<file path="config.mk">
export PLATFORM = sky130hd
export DESIGN_NAME = instr_fetch_seq_flat
export DESIGN_NICKNAME = d
export VERILOG_FILES = /design/src/rtl/cpu_pkg.sv /design/src/rtl/instr_fetch_seq_if.sv /design/src/rtl/instr_fetch_seq_next_pc_calc.sv /design/src/rtl/instr_fetch_seq.sv /design/src/flat_wrapper.sv
export SDC_FILE = /design/constraint.sdc
export NUM_CORES = 1
export LEC_CHECK = 0
export CELL_PAD_IN_SITES_DETAIL_PLACEMENT = 1
export CELL_PAD_IN_SITES_GLOBAL_PLACEMENT = 1
export CORE_MARGIN = 1.5
export CORE_UTILIZATION = 27
export CTS_CLUSTER_SIZE = 8
export DETAILED_ROUTE_END_ITERATION = 10
export PLACE_DENSITY = 0.84
export SLEW_MARGIN = 20
export SYNTH_ARGS = -nofsm -noshare
export SYNTH_HDL_FRONTEND = slang
export SYNTH_SLANG_ARGS = --single-unit
</file>
<file path="constraint.sdc">
create_clock -name clk -period 1.1 [get_ports clk]
set_input_delay 0.165 -clock clk [delete_from_list [all_inputs] [get_ports clk]]
set_output_delay 0.165 -clock clk [all_outputs]
set_load 0.02 [all_outputs]
</file>
<file path="src/rtl/cpu_pkg.sv">
// Shared accumulator-CPU definitions: instruction field positions, opcodes and fetch FSM states.
package cpu_pkg;

  localparam int OPC_MSB  = 15;
  localparam int OPC_LSB  = 12;
  localparam int FUNC_MSB = 5;
  localparam int IMM_MSB  = 7;

  localparam logic [3:0] OP_ALU  = 4'd15;
  localparam logic [3:0] OP_ADDI = 4'd4;
  localparam logic [3:0] OP_ALUI = 4'd6;
  localparam logic [3:0] OP_JMP  = 4'd9;

  typedef logic [1:0] fetch_state_t;

  localparam fetch_state_t IDLE  = 2'd0;
  localparam fetch_state_t FETCH = 2'd1;
  localparam fetch_state_t ISSUE = 2'd2;

endpackage

</file>
<file path="src/rtl/instr_fetch_seq_if.sv">
// Fetch-side bus: instruction-memory req/ack port plus the issue valid/ready port to the decode controller.
interface instr_fetch_seq_if #(
  parameter int ADDR_W = 8
);

  logic              imem_req;
  logic [ADDR_W-1:0] imem_addr;
  logic              imem_ack;
  logic [15:0]       imem_rdata;
  logic [3:0]        opcode;
  logic [5:0]        func;
  logic [7:0]        imm;
  logic              issue_valid;
  logic              issue_ready;
  logic              pc_flag;

  modport master (
    output imem_req, imem_addr, opcode, func, imm, issue_valid,
    input  imem_ack, imem_rdata, issue_ready, pc_flag
  );

  modport slave (
    input  imem_req, imem_addr, opcode, func, imm, issue_valid,
    output imem_ack, imem_rdata, issue_ready, pc_flag
  );

endinterface

</file>
<file path="src/rtl/instr_fetch_seq_next_pc_calc.sv">
// Next-PC selection for the fetch sequencer. FETCH_REL_BRANCH_EN selects PC-relative jumps
// (pc + 1 + sign-extended imm); otherwise jumps are absolute to the zero-extended imm.
module next_pc_calc #(
  parameter int ADDR_W = 8
) (
  input  logic [ADDR_W-1:0] pc,
  input  logic [7:0]        imm,
  input  logic              pc_flag,
  output logic [ADDR_W-1:0] next_pc
);

  logic [ADDR_W-1:0] seq_pc;
  logic [ADDR_W-1:0] jump_pc;

  assign seq_pc = pc + ADDR_W'(1);

`ifdef FETCH_REL_BRANCH_EN
  assign jump_pc = seq_pc + ADDR_W'(signed'(imm));
`else
  // Size cast zero-extends for wide PCs and truncates when ADDR_W < 8.
  assign jump_pc = ADDR_W'(imm);
`endif

  assign next_pc = pc_flag ? jump_pc : seq_pc;

endmodule

</file>
<file path="src/rtl/instr_fetch_seq.sv">
// Multi-cycle fetch/sequencer: owns the PC, reads instructions over req/ack and issues decoded fields
// over valid/ready. Jump mode is selected by FETCH_REL_BRANCH_EN inside next_pc_calc.
module instr_fetch_seq
  import cpu_pkg::*;
#(
  parameter int                ADDR_W   = 8,
  parameter logic [ADDR_W-1:0] RESET_PC = '0
) (
  input  logic              clk,
  input  logic              rst_n,
  input  logic              run,
  output logic [ADDR_W-1:0] pc,
  instr_fetch_seq_if.master bus
);

  fetch_state_t      state_q, state_d;
  logic [ADDR_W-1:0] pc_q, pc_d;
  logic [ADDR_W-1:0] pc_next;
  logic [3:0]        opcode_q, opcode_d;
  logic [5:0]        func_q, func_d;
  logic [7:0]        imm_q, imm_d;
  logic              req_q, req_d;
  logic              valid_q, valid_d;
  logic              handshake;

  assign handshake = valid_q && bus.issue_ready;

  next_pc_calc #(
    .ADDR_W (ADDR_W)
  ) u_next_pc (
    .pc      (pc_q),
    .imm     (imm_q),
    .pc_flag (bus.pc_flag),
    .next_pc (pc_next)
  );

  // run is only consulted in IDLE and at the issue handshake, so a started fetch always completes.
  always_comb begin
    state_d  = state_q;
    pc_d     = pc_q;
    opcode_d = opcode_q;
    func_d   = func_q;
    imm_d    = imm_q;
    case (state_q)
      IDLE: begin
        if (run) state_d = FETCH;
      end
      FETCH: begin
        if (bus.imem_ack) begin
          opcode_d = bus.imem_rdata[OPC_MSB:OPC_LSB];
          func_d   = bus.imem_rdata[FUNC_MSB:0];
          imm_d    = bus.imem_rdata[IMM_MSB:0];
          state_d  = ISSUE;
        end
      end
      ISSUE: begin
        if (handshake) begin
          pc_d    = pc_next;
          state_d = run ? FETCH : IDLE;
        end
      end
      default: state_d = IDLE;
    endcase
    req_d   = (state_d == FETCH);
    valid_d = (state_d == ISSUE);
  end

  always_ff @(posedge clk or negedge rst_n) begin
    if (!rst_n) begin
      state_q  <= IDLE;
      pc_q     <= RESET_PC;
      opcode_q <= '0;
      func_q   <= '0;
      imm_q    <= '0;
      req_q    <= 1'b0;
      valid_q  <= 1'b0;
    end else begin
      state_q  <= state_d;
      pc_q     <= pc_d;
      opcode_q <= opcode_d;
      func_q   <= func_d;
      imm_q    <= imm_d;
      req_q    <= req_d;
      valid_q  <= valid_d;
    end
  end

  assign pc              = pc_q;
  assign bus.imem_addr   = pc_q;
  assign bus.imem_req    = req_q;
  assign bus.issue_valid = valid_q;
  assign bus.opcode      = opcode_q;
  assign bus.func        = func_q;
  assign bus.imm         = imm_q;

endmodule

</file>
<file path="src/flat_wrapper.sv">
// flat-port wrapper written by rule: the top's interface ports become plain ports
module instr_fetch_seq_flat import cpu_pkg::*;
#(
  parameter int                ADDR_W   = 8,
  parameter logic [ADDR_W-1:0] RESET_PC = '0
)
  (clk, rst_n, run, pc, bus_imem_req, bus_imem_addr, bus_opcode, bus_func, bus_imm, bus_issue_valid, bus_imem_ack, bus_imem_rdata, bus_issue_ready, bus_pc_flag);
  instr_fetch_seq_if #(.ADDR_W(ADDR_W)) bus_i ();
  input  logic clk;
  input  logic rst_n;
  input  logic run;
  output logic [ADDR_W-1:0] pc;
  output wire logic [$bits(bus_i.imem_req)-1:0] bus_imem_req;
  output wire logic [$bits(bus_i.imem_addr)-1:0] bus_imem_addr;
  output wire logic [$bits(bus_i.opcode)-1:0] bus_opcode;
  output wire logic [$bits(bus_i.func)-1:0] bus_func;
  output wire logic [$bits(bus_i.imm)-1:0] bus_imm;
  output wire logic [$bits(bus_i.issue_valid)-1:0] bus_issue_valid;
  input wire logic [$bits(bus_i.imem_ack)-1:0] bus_imem_ack;
  input wire logic [$bits(bus_i.imem_rdata)-1:0] bus_imem_rdata;
  input wire logic [$bits(bus_i.issue_ready)-1:0] bus_issue_ready;
  input wire logic [$bits(bus_i.pc_flag)-1:0] bus_pc_flag;
  assign bus_imem_req = bus_i.imem_req;
  assign bus_imem_addr = bus_i.imem_addr;
  assign bus_opcode = bus_i.opcode;
  assign bus_func = bus_i.func;
  assign bus_imm = bus_i.imm;
  assign bus_issue_valid = bus_i.issue_valid;
  assign bus_i.imem_ack = bus_imem_ack;
  assign bus_i.imem_rdata = bus_imem_rdata;
  assign bus_i.issue_ready = bus_issue_ready;
  assign bus_i.pc_flag = bus_pc_flag;
  instr_fetch_seq #(.ADDR_W(ADDR_W), .RESET_PC(RESET_PC)) u_core (.clk(clk), .rst_n(rst_n), .run(run), .pc(pc), .bus(bus_i));
endmodule
</file>
==> out/qor.txt <==
status - finished with violations
failing checks - setup timing
fmax - 782 MHz
IR drop worst, VDD - 0.732 mV
vias in the first global route - 1348
combinational share of power - 0.559
syn nets - 139
routed length per placed instance - 19.3 µm
wire length on met3 - 245 µm
most frequent cells in the layout - 29 x buf_4, 28 x buf_2, 16 x clkdlybuf4s50_1
Nets - 213
Net Sw Power - 2290 µW
post-route cell area - 2060 µm²
RSZ-0062 raised after global routing - true
Root Buffer - clkbuf_8
CP Launch Type - register
first drt pass iteration count - 4
CTS tree - built
row cnt - 24
ANT cells - 0
max incr delay on CP - 540 ps
Hold Buf Count CTS - 0
CP endpoint kind - register
kind of critical path - register to register
# port buffers - 53
Fin Setup TNS - -2810 ps
num ports - 58
largest net degree at the start of global routing - 25
Int Pwr - 3230 µW
gr ovfl total - 0
clk sinks - 24
CP required - 1310 ps
Syn. warnings - 0
Final Hold Slack - 236 ps
Vias/cell - 5.06
sequential share of power - 0.297
worst r2r src - u_core.bus.imem_addr[1]
CP Max Fanout - 6
Total Wirelength - 4.64 mm
CP arrival - 1490 ps
gr usage total - 0.180
Critical R2R Capture - u_core.bus.imem_addr[7]
initial drt markers - 127
max_cap viols - 0
post-synthesis sequential area ratio - 0.480
clk slew on worst S/H paths - 90 ps
final period demand of the worst path - 1280 ps
Sw Share - 0.415
Vias - 1219
max_slew headroom - 0.855
P_leak - 0.000950 µW
top layer in use - met4
Die Area - 5050 µm²
first-pass GRT wire length - 7.07 mm
post-synthesis sequential element count - 24
Cell Pwr Density - 2680 nW/µm²
Setup Viol. Count Final - 24
CP max-delay cell - or4b_1
Fin Clk Skew - 4.74 ps
Final Cycle Share - 1.16
clk_lat worst skew - 270 ps
met1 wire length - 1.74 mm
die span in x - 71.1 µm
setup ws final - -179 ps
Top delay family on crit path - simple AND/OR/NAND/NOR gates
Hold Fails Final Rpt - 0
Core Region - 4410 µm²
synthesized cell area - 1250 µm²
initial antenna violation count - 0
area grow syn2layout - 64.9%
Synth Instances - 116
Initial Util - 0.283
commonest non-fill, non-tap cell in the layout - buf_4
share of cells above drive strength 1 - 0.614
worst reg-to-reg setup slack - -180 ps
CP Cell Sequence - nand4_1 -> or4b_1 -> nand3_1
Min-Delay Path Class - input pin to asynchronous set/reset pin
WL met2 - 2.52 mm
remaining routing DRC violations - 0
total power - 5520 µW
dpl hpwl - 3.21 mm
Slew Viols, Final - 0
clk buf depth - 2
antenna violation net count after detailed routing - 0
chip height - 71.1 µm
Worst Path Buf+Inv - 0
Final Wtd Congestion - 0.866
Area after DPL - 1970 µm²
post-synthesis cell type count - 29
r2r worst-path depth - 3
CTS Buf Count - 3
Tightest Pin Transition - 216 ps
syn_area_per_cell - 10.8 µm²
H-tree Lvls - 1
power share of the clock group - 0.144
-- per-layer routing --
layer,global-route usage,vias to the layer above
li1,-,543
met1,0.203,614
met2,0.340,48
met3,0.0313,14
met4,0.0629,0
met5,0,-
-- power by group through the flow --
stage | logic (µW) | registers, µW | clock network, µW
finish | 3090 | 1640 | 795
global route | 3270 | 1680 | 833
CTS | 2930 | 1640 | 805
detailed placement | 3110 | 1660 | 0
global placement | 2960 | 1600 | 0
floorplan | 1140 | 2050 | 0
-- worst reg2reg max path, cell delays in order (launching register included) --
cell,delay (ps)
dfrtp_2,450
nand4_1,140
or4b_1,540
nand3_1,90
-- logic make-up (layout without fill, tap and decap cells) --
logic type      count (synthesis)  count (layout)  share of synthesized area
simple gates                   33              33                      0.157
buf+inv                        20              93                      0.106
mux                            16              16                      0.144
flops                          24              24                      0.480
fa+ha+maj                       1               1                     0.0100
compound gates                 22              22                      0.103
-- cell usage after synthesis --
cell / number / area share
a211o_1: 1 / 0.0070
a21bo_2: 1 / 0.0080
a21oi_1: 2 / 0.0080
a31oi_1: 2 / 0.010
and2_1: 1 / 0.0050
and4_1: 1 / 0.0070
and4b_1: 1 / 0.0080
buf_4: 15 / 0.090
clkbuf_1: 3 / 0.0090
clkbuf_2: 1 / 0.0040
dfrtp_1: 24 / 0.48
ha_1: 1 / 0.010
inv_1: 1 / 0.0030
mux2_2: 12 / 0.11
mux2_4: 1 / 0.012
mux2i_1: 3 / 0.024
nand2_1: 8 / 0.024
nand2b_1: 2 / 0.010
nand3_1: 5 / 0.020
nand3b_1: 1 / 0.0060
nand4_1: 2 / 0.010
nand4b_4: 1 / 0.019
nor2_1: 6 / 0.018
nor2b_1: 1 / 0.0050
nor3b_1: 2 / 0.012
nor4_1: 1 / 0.0050
o21ai_0: 14 / 0.056
o31a_1: 2 / 0.014
or4b_1: 1 / 0.0080
-- worst max-delay path by stage --
stage	slack, ps	endpoint	from	cells past startpoint
2_1_floorplan	-140	u_core.bus.imem_addr[7]	u_core.bus.imem_addr[1]	3
3_3_place_gp	-380	u_core.bus.imem_addr[5]	bus_issue_ready	4
3_5_place_dp	-440	u_core.bus.imem_addr[5]	bus_issue_ready	4
4_1_cts	-170	u_core.bus.imm[7]	u_core.state_q[1]	3
5_1_grt	-230	u_core.bus.imem_addr[7]	u_core.state_q[0]	3
6_report	-180	u_core.bus.imem_addr[7]	u_core.bus.imem_addr[1]	3
-- through the flow --
step,worst slack (ps),instances,utilization
finish,-179,241,0.467
global route,-226,241,0.467
CTS,-169,238,0.453
detailed placement,-443,229,0.445
global placement,-380,229,0.445
floorplan,-142,116,-
-- flip-flops by register name, indices dropped and copies added (netlist names) --
name	count
u_core.bus.imem_req	1
u_core.bus.func	5
u_core.bus.opcode	4
u_core.state_q	2
u_core.bus.imem_addr	8
u_core.bus.issue_valid	1
u_core.bus.imm	3
-- final cells by class --
class                           count  area, µm²
Clock inverter                      1       30.0
Tap cell                           52       65.1
Fill cell                         507       2350
Clock buffer                        3       41.3
Sequential cell                    24        612
Multi-Input combinational cell     72        618
Timing Repair Buffer               88        693
Inverter                            1       3.75
-- repair_timing --
item | 4_1_cts | 5_1_grt
buffers inserted | 5 | 3
gates resized for setup | 156 | 29
gates cloned | 0 | 0
setup endpoints to repair | 56 | 29
pin swaps | 7 | 6
No activity file was read; power rests on OpenSTA's default activity.
